===== src/rtl/fir_result_serializer_pkg.sv =====
// Shared constants, FSM state encoding and byte-count helper for the FIR result serializer.
package fir_result_serializer_pkg;

    localparam int BYTE_W           = 8;
    localparam int OUTPUT_WIDTH_DEF = 38;
    localparam int FIFO_DEPTH_DEF   = 4;

    typedef enum logic [1:0] {
        ST_IDLE    = 2'd0,
        ST_SEND    = 2'd1,
        ST_WAIT_HI = 2'd2,
        ST_WAIT_LO = 2'd3
    } state_t;

    function automatic int byte_count(input int width);
        return (width + BYTE_W - 1) / BYTE_W;
    endfunction

endpackage


===== src/rtl/fir_result_serializer_if.sv =====
// Bundle of FIR-side capture, UART-side handshake and status signals of the serializer.
interface fir_result_serializer_if
    import fir_result_serializer_pkg::*;
#(
    parameter int OUTPUT_WIDTH = OUTPUT_WIDTH_DEF,
    parameter int FIFO_DEPTH   = FIFO_DEPTH_DEF
);
    // Output_Valid is a one-cycle strobe with no backpressure. tx_start is a one-cycle
    // pulse issued only while tx_busy=0; the byte counts as taken once tx_busy rises.
    logic                          Output_Valid;
    logic [OUTPUT_WIDTH-1:0]       FIR_Output;
    logic                          tx_busy;
    logic                          tx_start;
    logic [BYTE_W-1:0]             tx_data;
    logic                          overflow;
    logic [$clog2(FIFO_DEPTH):0]   fifo_count;
    state_t                        dbg_state;

    modport slave (
        input  Output_Valid, FIR_Output, tx_busy,
        output tx_start, tx_data, overflow, fifo_count, dbg_state
    );

    modport master (
        output Output_Valid, FIR_Output, tx_busy,
        input  tx_start, tx_data, overflow, fifo_count, dbg_state
    );
endinterface


===== src/rtl/fir_result_serializer_fifo.sv =====
// Synchronous FIFO; a push into a full FIFO is accepted when a pop happens in the same cycle.
module fir_result_serializer_fifo #(
    parameter int WIDTH = 40,
    parameter int DEPTH = 4
) (
    input  logic                       i_clk,
    input  logic                       i_rst,
    input  logic                       i_push,
    input  logic                       i_pop,
    input  logic [WIDTH-1:0]           i_wdata,
    output logic [WIDTH-1:0]           o_rdata,
    output logic                       o_full,
    output logic                       o_empty,
    output logic [$clog2(DEPTH):0]     o_count
);
    localparam int AW = $clog2(DEPTH);
    localparam logic [AW:0]   CNT_ONE = (AW + 1)'(1);
    localparam logic [AW-1:0] PTR_ONE = AW'(1);

    logic [WIDTH-1:0] r_mem [DEPTH];
    logic [AW-1:0]    r_wr_ptr;
    logic [AW-1:0]    r_rd_ptr;
    logic [AW:0]      r_count;
    logic             w_do_push;
    logic             w_do_pop;

    assign o_full    = (r_count == (AW + 1)'(DEPTH));
    assign o_empty   = (r_count == '0);
    assign o_count   = r_count;
    assign o_rdata   = r_mem[r_rd_ptr];
    assign w_do_pop  = i_pop && !o_empty;
    assign w_do_push = i_push && (!o_full || w_do_pop);

    // Pointers are AW bits wide so they wrap modulo DEPTH on their own.
    always_ff @(posedge i_clk) begin
        if (i_rst) begin
            r_wr_ptr <= '0;
            r_rd_ptr <= '0;
            r_count  <= '0;
        end else begin
            if (w_do_push) begin
                r_mem[r_wr_ptr] <= i_wdata;
                r_wr_ptr        <= r_wr_ptr + PTR_ONE;
            end
            if (w_do_pop) begin
                r_rd_ptr <= r_rd_ptr + PTR_ONE;
            end
            if (w_do_push && !w_do_pop) begin
                r_count <= r_count + CNT_ONE;
            end else if (!w_do_push && w_do_pop) begin
                r_count <= r_count - CNT_ONE;
            end
        end
    end
endmodule


===== src/rtl/fir_result_serializer.sv =====
// Buffers FIR results, sign-extends them to whole bytes and sends them LSB-first to the UART.
module fir_result_serializer
    import fir_result_serializer_pkg::*;
#(
    parameter int output_width = OUTPUT_WIDTH_DEF,
    parameter int fifo_depth   = FIFO_DEPTH_DEF
) (
    input  logic                   clock,
    input  logic                   reset,
    fir_result_serializer_if.slave bus
);
    localparam int BC = byte_count(output_width);
    localparam int SW = BC * BYTE_W;
    localparam int IW = $clog2(BC + 1);
    localparam int CW = $clog2(fifo_depth) + 1;

    state_t            r_state;
    state_t            w_next;
    logic [SW-1:0]     r_shift;
    logic [IW-1:0]     r_byte_idx;
    logic [BYTE_W-1:0] r_tx_data;
    logic              r_overflow;
    logic              w_pop;
    logic              w_tx_start;
    logic              w_shift_en;
    logic              w_full;
    logic              w_empty;
    logic [SW-1:0]     w_ext;
    logic [SW-1:0]     w_head;
    logic [CW-1:0]     w_count;

    assign w_ext = SW'($signed(bus.FIR_Output));

    fir_result_serializer_fifo #(
        .WIDTH (SW),
        .DEPTH (fifo_depth)
    ) u_fifo (
        .i_clk   (clock),
        .i_rst   (reset),
        .i_push  (bus.Output_Valid),
        .i_pop   (w_pop),
        .i_wdata (w_ext),
        .o_rdata (w_head),
        .o_full  (w_full),
        .o_empty (w_empty),
        .o_count (w_count)
    );

    always_comb begin
        w_next     = r_state;
        w_pop      = 1'b0;
        w_tx_start = 1'b0;
        w_shift_en = 1'b0;
        case (r_state)
            ST_IDLE: begin
                if (!w_empty) begin
                    w_pop  = 1'b1;
                    w_next = ST_SEND;
                end
            end
            ST_SEND: begin
                if (!bus.tx_busy && !reset) begin
                    w_tx_start = 1'b1;
                    w_next     = ST_WAIT_HI;
                end
            end
            ST_WAIT_HI: begin
                if (bus.tx_busy) w_next = ST_WAIT_LO;
            end
            ST_WAIT_LO: begin
                if (!bus.tx_busy) begin
                    w_shift_en = 1'b1;
                    w_next     = (r_byte_idx == IW'(BC - 1)) ? ST_IDLE : ST_SEND;
                end
            end
            default: w_next = ST_IDLE;
        endcase
    end

    // A word is lost only when the FIFO is full and the FSM is not draining it this cycle.
    always_ff @(posedge clock) begin
        if (reset) begin
            r_state    <= ST_IDLE;
            r_shift    <= '0;
            r_byte_idx <= '0;
            r_tx_data  <= '0;
            r_overflow <= 1'b0;
        end else begin
            r_state <= w_next;
            if (w_pop) begin
                r_shift    <= w_head;
                r_byte_idx <= '0;
            end else if (w_shift_en) begin
                r_shift    <= r_shift >> BYTE_W;
                r_byte_idx <= r_byte_idx + IW'(1);
            end
            if (w_tx_start) r_tx_data <= r_shift[BYTE_W-1:0];
            if (bus.Output_Valid && w_full && !w_pop) r_overflow <= 1'b1;
        end
    end

    assign bus.tx_start   = w_tx_start;
    assign bus.tx_data    = w_tx_start ? r_shift[BYTE_W-1:0] : r_tx_data;
    assign bus.overflow   = r_overflow;
    assign bus.fifo_count = w_count;
    assign bus.dbg_state  = r_state;
endmodule


===== src/flat_wrapper.sv =====
// flat-port wrapper written by rule: the top's interface ports become plain ports
module fir_result_serializer_flat import fir_result_serializer_pkg::*;
#(
    parameter int output_width = OUTPUT_WIDTH_DEF,
    parameter int fifo_depth   = FIFO_DEPTH_DEF
)
  (clock, reset, bus_Output_Valid, bus_FIR_Output, bus_tx_busy, bus_tx_start, bus_tx_data, bus_overflow, bus_fifo_count, bus_dbg_state);
  fir_result_serializer_if #(.OUTPUT_WIDTH(38), .FIFO_DEPTH(4)) bus_i ();
  input  logic clock;
  input  logic reset;
  input wire logic [$bits(bus_i.Output_Valid)-1:0] bus_Output_Valid;
  input wire logic [$bits(bus_i.FIR_Output)-1:0] bus_FIR_Output;
  input wire logic [$bits(bus_i.tx_busy)-1:0] bus_tx_busy;
  output wire logic [$bits(bus_i.tx_start)-1:0] bus_tx_start;
  output wire logic [$bits(bus_i.tx_data)-1:0] bus_tx_data;
  output wire logic [$bits(bus_i.overflow)-1:0] bus_overflow;
  output wire logic [$bits(bus_i.fifo_count)-1:0] bus_fifo_count;
  output wire logic [$bits(bus_i.dbg_state)-1:0] bus_dbg_state;
  assign bus_i.Output_Valid = bus_Output_Valid;
  assign bus_i.FIR_Output = bus_FIR_Output;
  assign bus_i.tx_busy = bus_tx_busy;
  assign bus_tx_start = bus_i.tx_start;
  assign bus_tx_data = bus_i.tx_data;
  assign bus_overflow = bus_i.overflow;
  assign bus_fifo_count = bus_i.fifo_count;
  assign bus_dbg_state = bus_i.dbg_state;
  fir_result_serializer #(.output_width(output_width), .fifo_depth(fifo_depth)) u_core (.clock(clock), .reset(reset), .bus(bus_i));
endmodule

===== config.mk =====
export PLATFORM = sky130hd
export DESIGN_NAME = fir_result_serializer_flat
export DESIGN_NICKNAME = d
export VERILOG_FILES = /design/src/rtl/fir_result_serializer_pkg.sv /design/src/rtl/fir_result_serializer_if.sv /design/src/rtl/fir_result_serializer_fifo.sv /design/src/rtl/fir_result_serializer.sv /design/src/flat_wrapper.sv
export SDC_FILE = /design/constraint.sdc
export NUM_CORES = 1
export LEC_CHECK = 0
export CORE_MARGIN = 5
export CORE_UTILIZATION = 25
export DETAILED_ROUTE_END_ITERATION = 10
export PLACE_DENSITY = 0.47
export SYNTH_ARGS = -nofsm -noshare
export SYNTH_HDL_FRONTEND = slang
export SYNTH_HIERARCHICAL = 1
export SYNTH_SLANG_ARGS = --single-unit

===== constraint.sdc =====
create_clock -name clock -period 4.61 [get_ports clock]
set_clock_uncertainty 0.05 [all_clocks]
set_input_delay 1.1525 -clock clock [delete_from_list [all_inputs] [get_ports clock]]
set_output_delay 1.1525 -clock clock [all_outputs]
set_load 0.01 [all_outputs]

---- Word-level counts from Yosys, hierarchy flattened ----
Memories as Yosys holds them, arrays and structs flattened. A register that Yosys moved wholly into a read port is not among the register bits.
Cells that the tools add are included.
storage, ports and cells
  flip-flop bits (word level) ............. 61
  latch bits .............................. 0
  memory bits (writable) .................. 160
  ROM bits ................................ 0
  input bits .............................. 42
  output and inout bits ................... 15
  logic and storage cells ................. 66
  memories ................................ 1
operators by class
  $add $sub $neg .......................... 5
  $mul .................................... 0
  divide/modulo/power cells ............... 0
  magnitude comparators ................... 0
  eq/ne operators ......................... 9
  shift-type cells ........................ 0
  muxes and demuxes ....................... 22
  bitwise logic cells ..................... 0
  reductions and logical operators ........ 21
memories
  name                 depth  width  read ports  clocked after memory_dff  write ports  line                              RTL
  u_core.u_fifo.r_mem  4      40     1           1                         1            fir_result_serializer_fifo.sv:20  logic [WIDTH-1:0] r_mem [DEPTH];
operators with widths
  kind                                                  count
  two-way mux 40 bit                                    2
  two-way mux 2 bit                                     6
  two-way mux 1 bit                                     10
  two-way mux 8 bit                                     1
  case mux 2 bit (4 select lines)                       1
  logical AND 1 bit                                     7
  logical NOT 1 bit                                     7
  adder 3 x 1 -> 3 bit (second input constant)          2
  equality test 3 bit (second input constant)           2
  two-way mux 3 bit                                     2
  != test 2 bit (second input constant)                 3
  adder 2 x 1 -> 2 bit (second input constant)          2
  equality test 2 bit (second input constant)           2
  AND reduction 4 bit                                   1
  nonzero test 2 bit                                    2
  logical NOT 3 bit                                     1
  subtractor 3 x 1 -> 3 bit (second input constant)     1
  equality test 2 x 1 -> 1 bit (second input constant)  1
  logical NOT 2 bit                                     1
  != test 2 x 1 -> 1 bit (second input constant)        1
  OR reduction 2 bit                                    1
  logical OR 1 bit                                      1

---- Depth between registers and ports, before layout ----
  word-level depth ........................ 10
  mapped depth ............................ 13

---- Modules after synthesis ----
The synthesis kept the hierarchy.
modules (own cells, without submodules)
  module                      instances  cells an instance  area each (um2)  seq. area each (um2)
  fir_result_serializer_fifo  1          258                6234.7           4984.8
  fir_result_serializer       1          282                2353.5           1081.0

---- Worst setup path after synthesis ----
OpenSTA, ideal clock, no wires.
  path kind ............................... input port to flip-flop
  start point ............................. input reset
  end point ............................... memory u_core.u_fifo.r_mem[0][0], enable pin
  library setup time ...................... 0.495 ns
  arrival ................................. 4.348 ns
  slack ................................... -0.284 ns
  stages .................................. 2
  cells stage by stage .................... clkbuf_1 nor3b_1
on the way
  longest elaborated chain between the ends .. 2
RTL lines
  what                                     line                              RTL
  start: declaration                       flat_wrapper.sv:10                input logic reset;
  two-way mux 1 bit                        fir_result_serializer_fifo.sv:36  if (i_rst) begin
  two-way mux 1 bit (not written as such)  fir_result_serializer_fifo.sv:42  r_mem[r_wr_ptr] <= i_wdata;
  end: declaration                         fir_result_serializer_fifo.sv:20
No other way between the ends.

---- Worst setup path in the final report ----
  start point ............................. input bus_tx_busy
  end point ............................... output bus_tx_data[4]
on the way
  longest elaborated chain between the ends .. 5
RTL lines
  what                line                         RTL
  start: declaration  flat_wrapper.sv:13           input wire logic [$bits(bus_i.tx_busy)-1:0] bus_tx_busy;
  logical NOT 1 bit   fir_result_serializer.sv:62  if (!bus.tx_busy && !reset) begin
  logical AND 1 bit   fir_result_serializer.sv:62
  two-way mux 1 bit   fir_result_serializer.sv:62
  two-way mux 1 bit   fir_result_serializer.sv:54  case (r_state)
  two-way mux 8 bit   --
  end: declaration    flat_wrapper.sv:15           output wire logic [$bits(bus_i.tx_data)-1:0] bus_tx_data;
No other way between the ends.

==> impl_metrics.toml <==
[cts]
cts-resized-gates = 0
clockRootBuffer = "sky130_fd_sc_hd__clkbuf_16"
tritoncts_clock_tree = "yes"
clock_tree.htree_level_count = 1
cts_setup_buffers = 0
clkSinkCount = 223
numCtsBuffers = 24
cts.path.max_buffers = 3
worst_skew_pair.late_latency_ns = 0.53
postCtsHoldBufs = 0
clock_pin_slew_of_the_registers_on_the_worst_case_setup_and_hold_paths_ns = 0.06

[global_routing]
grt_use_total_pct = 9.57
first_global_vias = 5100
largest_net_degree_at_the_start_of_global_routing = 74
grt_remaining_overflow = 0
grt_first_pass_wirelength_mm = 29.2
grt_antenna_before_repair = 0

[critical_path]
worstPathCellList = "clkdlybuf4s50_1 > nor3b_1 > buf_4 > mux2_2 > clkdlybuf4s50_1"
crit_path_start_kind = "input port"
critPathRequiredTime_ns = 3.41
cp_slowest_stage_delay_ns = 0.50
path_delay_family = "buffers and inverters"
timing.critical_path.buf_inv = 3
critPathSlowestCell = "sky130_fd_sc_hd__clkdlybuf4s50_1"
cp-end-kind = "primary output"
max_fanout_on_critical_path = 9
cp.arrival_ns = 2.98
cp_common_cell = "sky130_fd_sc_hd__clkdlybuf4s50_1"
worst-setup-path-type = "input port to primary output"

[power]
internal_power_of_the_cells_w = 0.00406
switching_share_pct = 29.0
seq_power_share_pct = 46.1
p_clk_share_pct = 31.2
part_of_the_power_in_combinational_logic_pct = 22.7
power_density_nw_per_um2 = 549
pleak_nw = 3.35
switching_power_w = 0.00166
vdd_drop_max_uv = 344

[yosys]
syn_inst = 540
yosys.area_share.xor_xnor_pct = 0.612
synth.avg_cell_area_sq_um = 15.9
synth.area.mux_share_pct = 12.2
synth-main-ff-cell = "sky130_fd_sc_hd__edfxtp_1"
number_of_nets_in_the_synthesized_netlist = 595
total_standard_cell_area_after_synthesis_sq_um = 8590
synth_enable_flop_cells = 160
synth_compound_area_share_pct = 4.78
synth_top_family_by_area = "multiplexers"
post_synth_and_or_nand_nor_area_fraction_pct = 7.68
portion_of_the_post_synthesis_area_used_by_sequential_elements_pct = 70.6
yosysWarnings = 6
synthArstFlopShare_pct = 0
ys_types = 38
synth-adder-area-share_pct = 1.98
synth.ff_latch_count = 223

[flow_run]
maxCapViolations = 0

[floorplanning]
dieHeight_microns = 195
floorplan.die.width_microns = 195
floorplan.die_area_sq_um = 38200
placementRows = 67
floorplan.io_pins = 57
fp.coreArea_sq_um = 33700
floorplan.initialDensity_pct = 25.5

[timing]
timing_worst_slew_pin_value_ns = 0.774
post-route-period-util_pct = 90.8
setup_violations = 0
final_critical_period_ns = 4.19
fmax_mhz = 239
slew-limit-headroom_pct = 48.4
timing.final.hold_violations = 0
whs_ns = 0.418
slew_viols_final = 0
rsz0062_at_grt = "no"
postLayoutSetupSlackWorst_ns = 0.423

[final_layout]
syn2layout_area_growth_pct = 21.4
finish.net_count = 657
antenna_cells = 0
post_route_cells_drive_above_1_share_pct = 17.1
postLayoutCoreUtil_pct = 30.9
post_route_cell_area_sq_um = 10400

[detailed_routing]
routed_wirelength_mm = 18.6
drtIter0Drc = 201
drtAntennaViolNets = 0
routed-via-count = 4682
post_drt_wl_per_cell_microns = 17.4
drt_pre_antenna_iters = 4
vias_per_cell = 4.38
drc = 0

[placement]
place.port_buffers = 56
post-dp-hpwl_mm = 11.7
dp_slack_ns = 0.393
postPlaceCellArea_sq_um = 9690
gp_congestion = 0.704

[hold_path]
timing.hold.worst.class = "flop to flop"

[run_status]
run_status = "complete, no violations"
-- sequential cells by signal, indices dropped and copies added (netlist names), named ones only --
register / cells
u_core/u_fifo/r_mem: 160
u_core/r_byte_idx: 3
u_core/bus.overflow: 1
u_core/u_fifo/r_rd_ptr: 2
u_core/u_fifo/r_wr_ptr: 2
u_core/r_tx_data: 8
u_core/bus.dbg_state: 2
u_core/u_fifo/o_count: 3
u_core/r_shift: 40
-- synthesized netlist by cell type, types with 2 or more instances --
| master | number | area (sq um) |
|---|---|---|
| sky130_fd_sc_hd__a21oi_1 | 10 | 50.1 |
| sky130_fd_sc_hd__a311oi_1 | 32 | 280 |
| sky130_fd_sc_hd__buf_1 | 2 | 7.51 |
| sky130_fd_sc_hd__buf_2 | 15 | 75.1 |
| sky130_fd_sc_hd__clkbuf_1 | 17 | 63.8 |
| sky130_fd_sc_hd__dfxtp_1 | 63 | 1260 |
| sky130_fd_sc_hd__edfxtp_1 | 160 | 4800 |
| sky130_fd_sc_hd__ha_1 | 12 | 150 |
| sky130_fd_sc_hd__inv_1 | 9 | 33.8 |
| sky130_fd_sc_hd__mux2_2 | 8 | 90.1 |
| sky130_fd_sc_hd__mux2i_1 | 4 | 40.0 |
| sky130_fd_sc_hd__mux4_2 | 40 | 901 |
| sky130_fd_sc_hd__nand2_1 | 73 | 274 |
| sky130_fd_sc_hd__nand2b_1 | 7 | 43.8 |
| sky130_fd_sc_hd__nand3_1 | 8 | 40.0 |
| sky130_fd_sc_hd__nor2_1 | 40 | 150 |
| sky130_fd_sc_hd__nor2b_1 | 8 | 50.1 |
| sky130_fd_sc_hd__nor3_1 | 4 | 20.0 |
| sky130_fd_sc_hd__nor3b_1 | 5 | 37.5 |
| sky130_fd_sc_hd__xor2_1 | 5 | 43.8 |
-- worst paths after layout --
path | start | to | depth (start not counted) | slack [ns]
setup / recovery | bus_tx_busy | bus_tx_data[4] | 5 | 0.42
hold / removal | u_core/r_shift[38] | u_core/r_shift[38] | 2 | 0.42
setup reg to reg | u_core/u_fifo/o_count[0] | u_core/u_fifo/o_count[2] | 11 | 1.50
hold reg to reg | u_core/r_shift[38] | u_core/r_shift[38] | 2 | 0.42
-- routing by layer --
metal  vias to the layer above  wire, microns  GRT usage (%)
li1                       2179              -              -
met1                      2385           8200           12.7
met2                        91           9330           16.2
met3                        27            658           1.88
met4                         0            412           2.35
met5                         -              0              0
-- tightest hold or removal path: stages (launching register included) --
cell and delay, ns:
sky130_fd_sc_hd__dfxtp_1 0.31, sky130_fd_sc_hd__nand3_1 0.06, sky130_fd_sc_hd__a21oi_1 0.05
-- cells in the final DEF (no fill, tap or decap), types with 2 or more instances in the layout --
master	count
sky130_fd_sc_hd__clkbuf_1	12
sky130_fd_sc_hd__edfxtp_1	160
sky130_fd_sc_hd__xor2_1	5
sky130_fd_sc_hd__a311oi_1	32
sky130_fd_sc_hd__buf_4	14
sky130_fd_sc_hd__clkinv_1	2
sky130_fd_sc_hd__nand2b_1	6
sky130_fd_sc_hd__mux2_2	8
sky130_fd_sc_hd__dfxtp_1	61
sky130_fd_sc_hd__nand2_1	73
sky130_fd_sc_hd__ha_1	12
sky130_fd_sc_hd__nor2b_1	8
sky130_fd_sc_hd__nor3_1	4
sky130_fd_sc_hd__clkdlybuf4s50_1	55
sky130_fd_sc_hd__clkinv_2	3
sky130_fd_sc_hd__dfxtp_2	2
sky130_fd_sc_hd__mux4_2	40
sky130_fd_sc_hd__a21oi_1	10
sky130_fd_sc_hd__clkbuf_16	24
sky130_fd_sc_hd__nor3b_2	4
sky130_fd_sc_hd__nand3_1	8
sky130_fd_sc_hd__inv_1	9
sky130_fd_sc_hd__nor2_1	40
sky130_fd_sc_hd__mux2i_1	4
-- per-stage QoR --
step | setup TNS [ns] | cells | power, W
after floorplan | -43.96 | 540 | 0.00358
after global placement | 0 | 1024 | 0.00396
after detailed placement | 0 | 1024 | 0.00400
after CTS | 0 | 1068 | 0.00583
after global routing | 0 | 1068 | 0.00607
final | 0 | 1068 | 0.00573
-- layout make-up --
class                           count  area (sq um)
Clock inverter                      7          82.6
Multi-Input combinational cell    273          2360
Clock buffer                       37           659
Tap cell                          448           561
Inverter                           10          37.5
Fill cell                        3347         23300
Timing Repair Buffer               70           661
Sequential cell                   223          6070
-- cell families (layout without fill, tap and decap cells) --
group / after synthesis / in the layout
flip-flops: 223 / 223
AND/OR/NAND/NOR: 150 / 150
multiplexers: 53 / 53
AO/OA/AOI/OAI: 51 / 51
buffers and inverters: 44 / 124
adder cells (fa/ha/maj): 13 / 13
XOR/XNOR: 6 / 6
-- power groups by stage --
stage | registers [W] | clock network [W] | logic (W)
final | 0.00264 | 0.00179 | 0.00130
after global routing | 0.00268 | 0.00194 | 0.00145
after floorplan | 0.00259 | 0 | 0.000985
after global placement | 0.00267 | 0 | 0.00129
after detailed placement | 0.00269 | 0 | 0.00132
after CTS | 0.00265 | 0.00185 | 0.00133
Power figures use the tool's default switching activity.
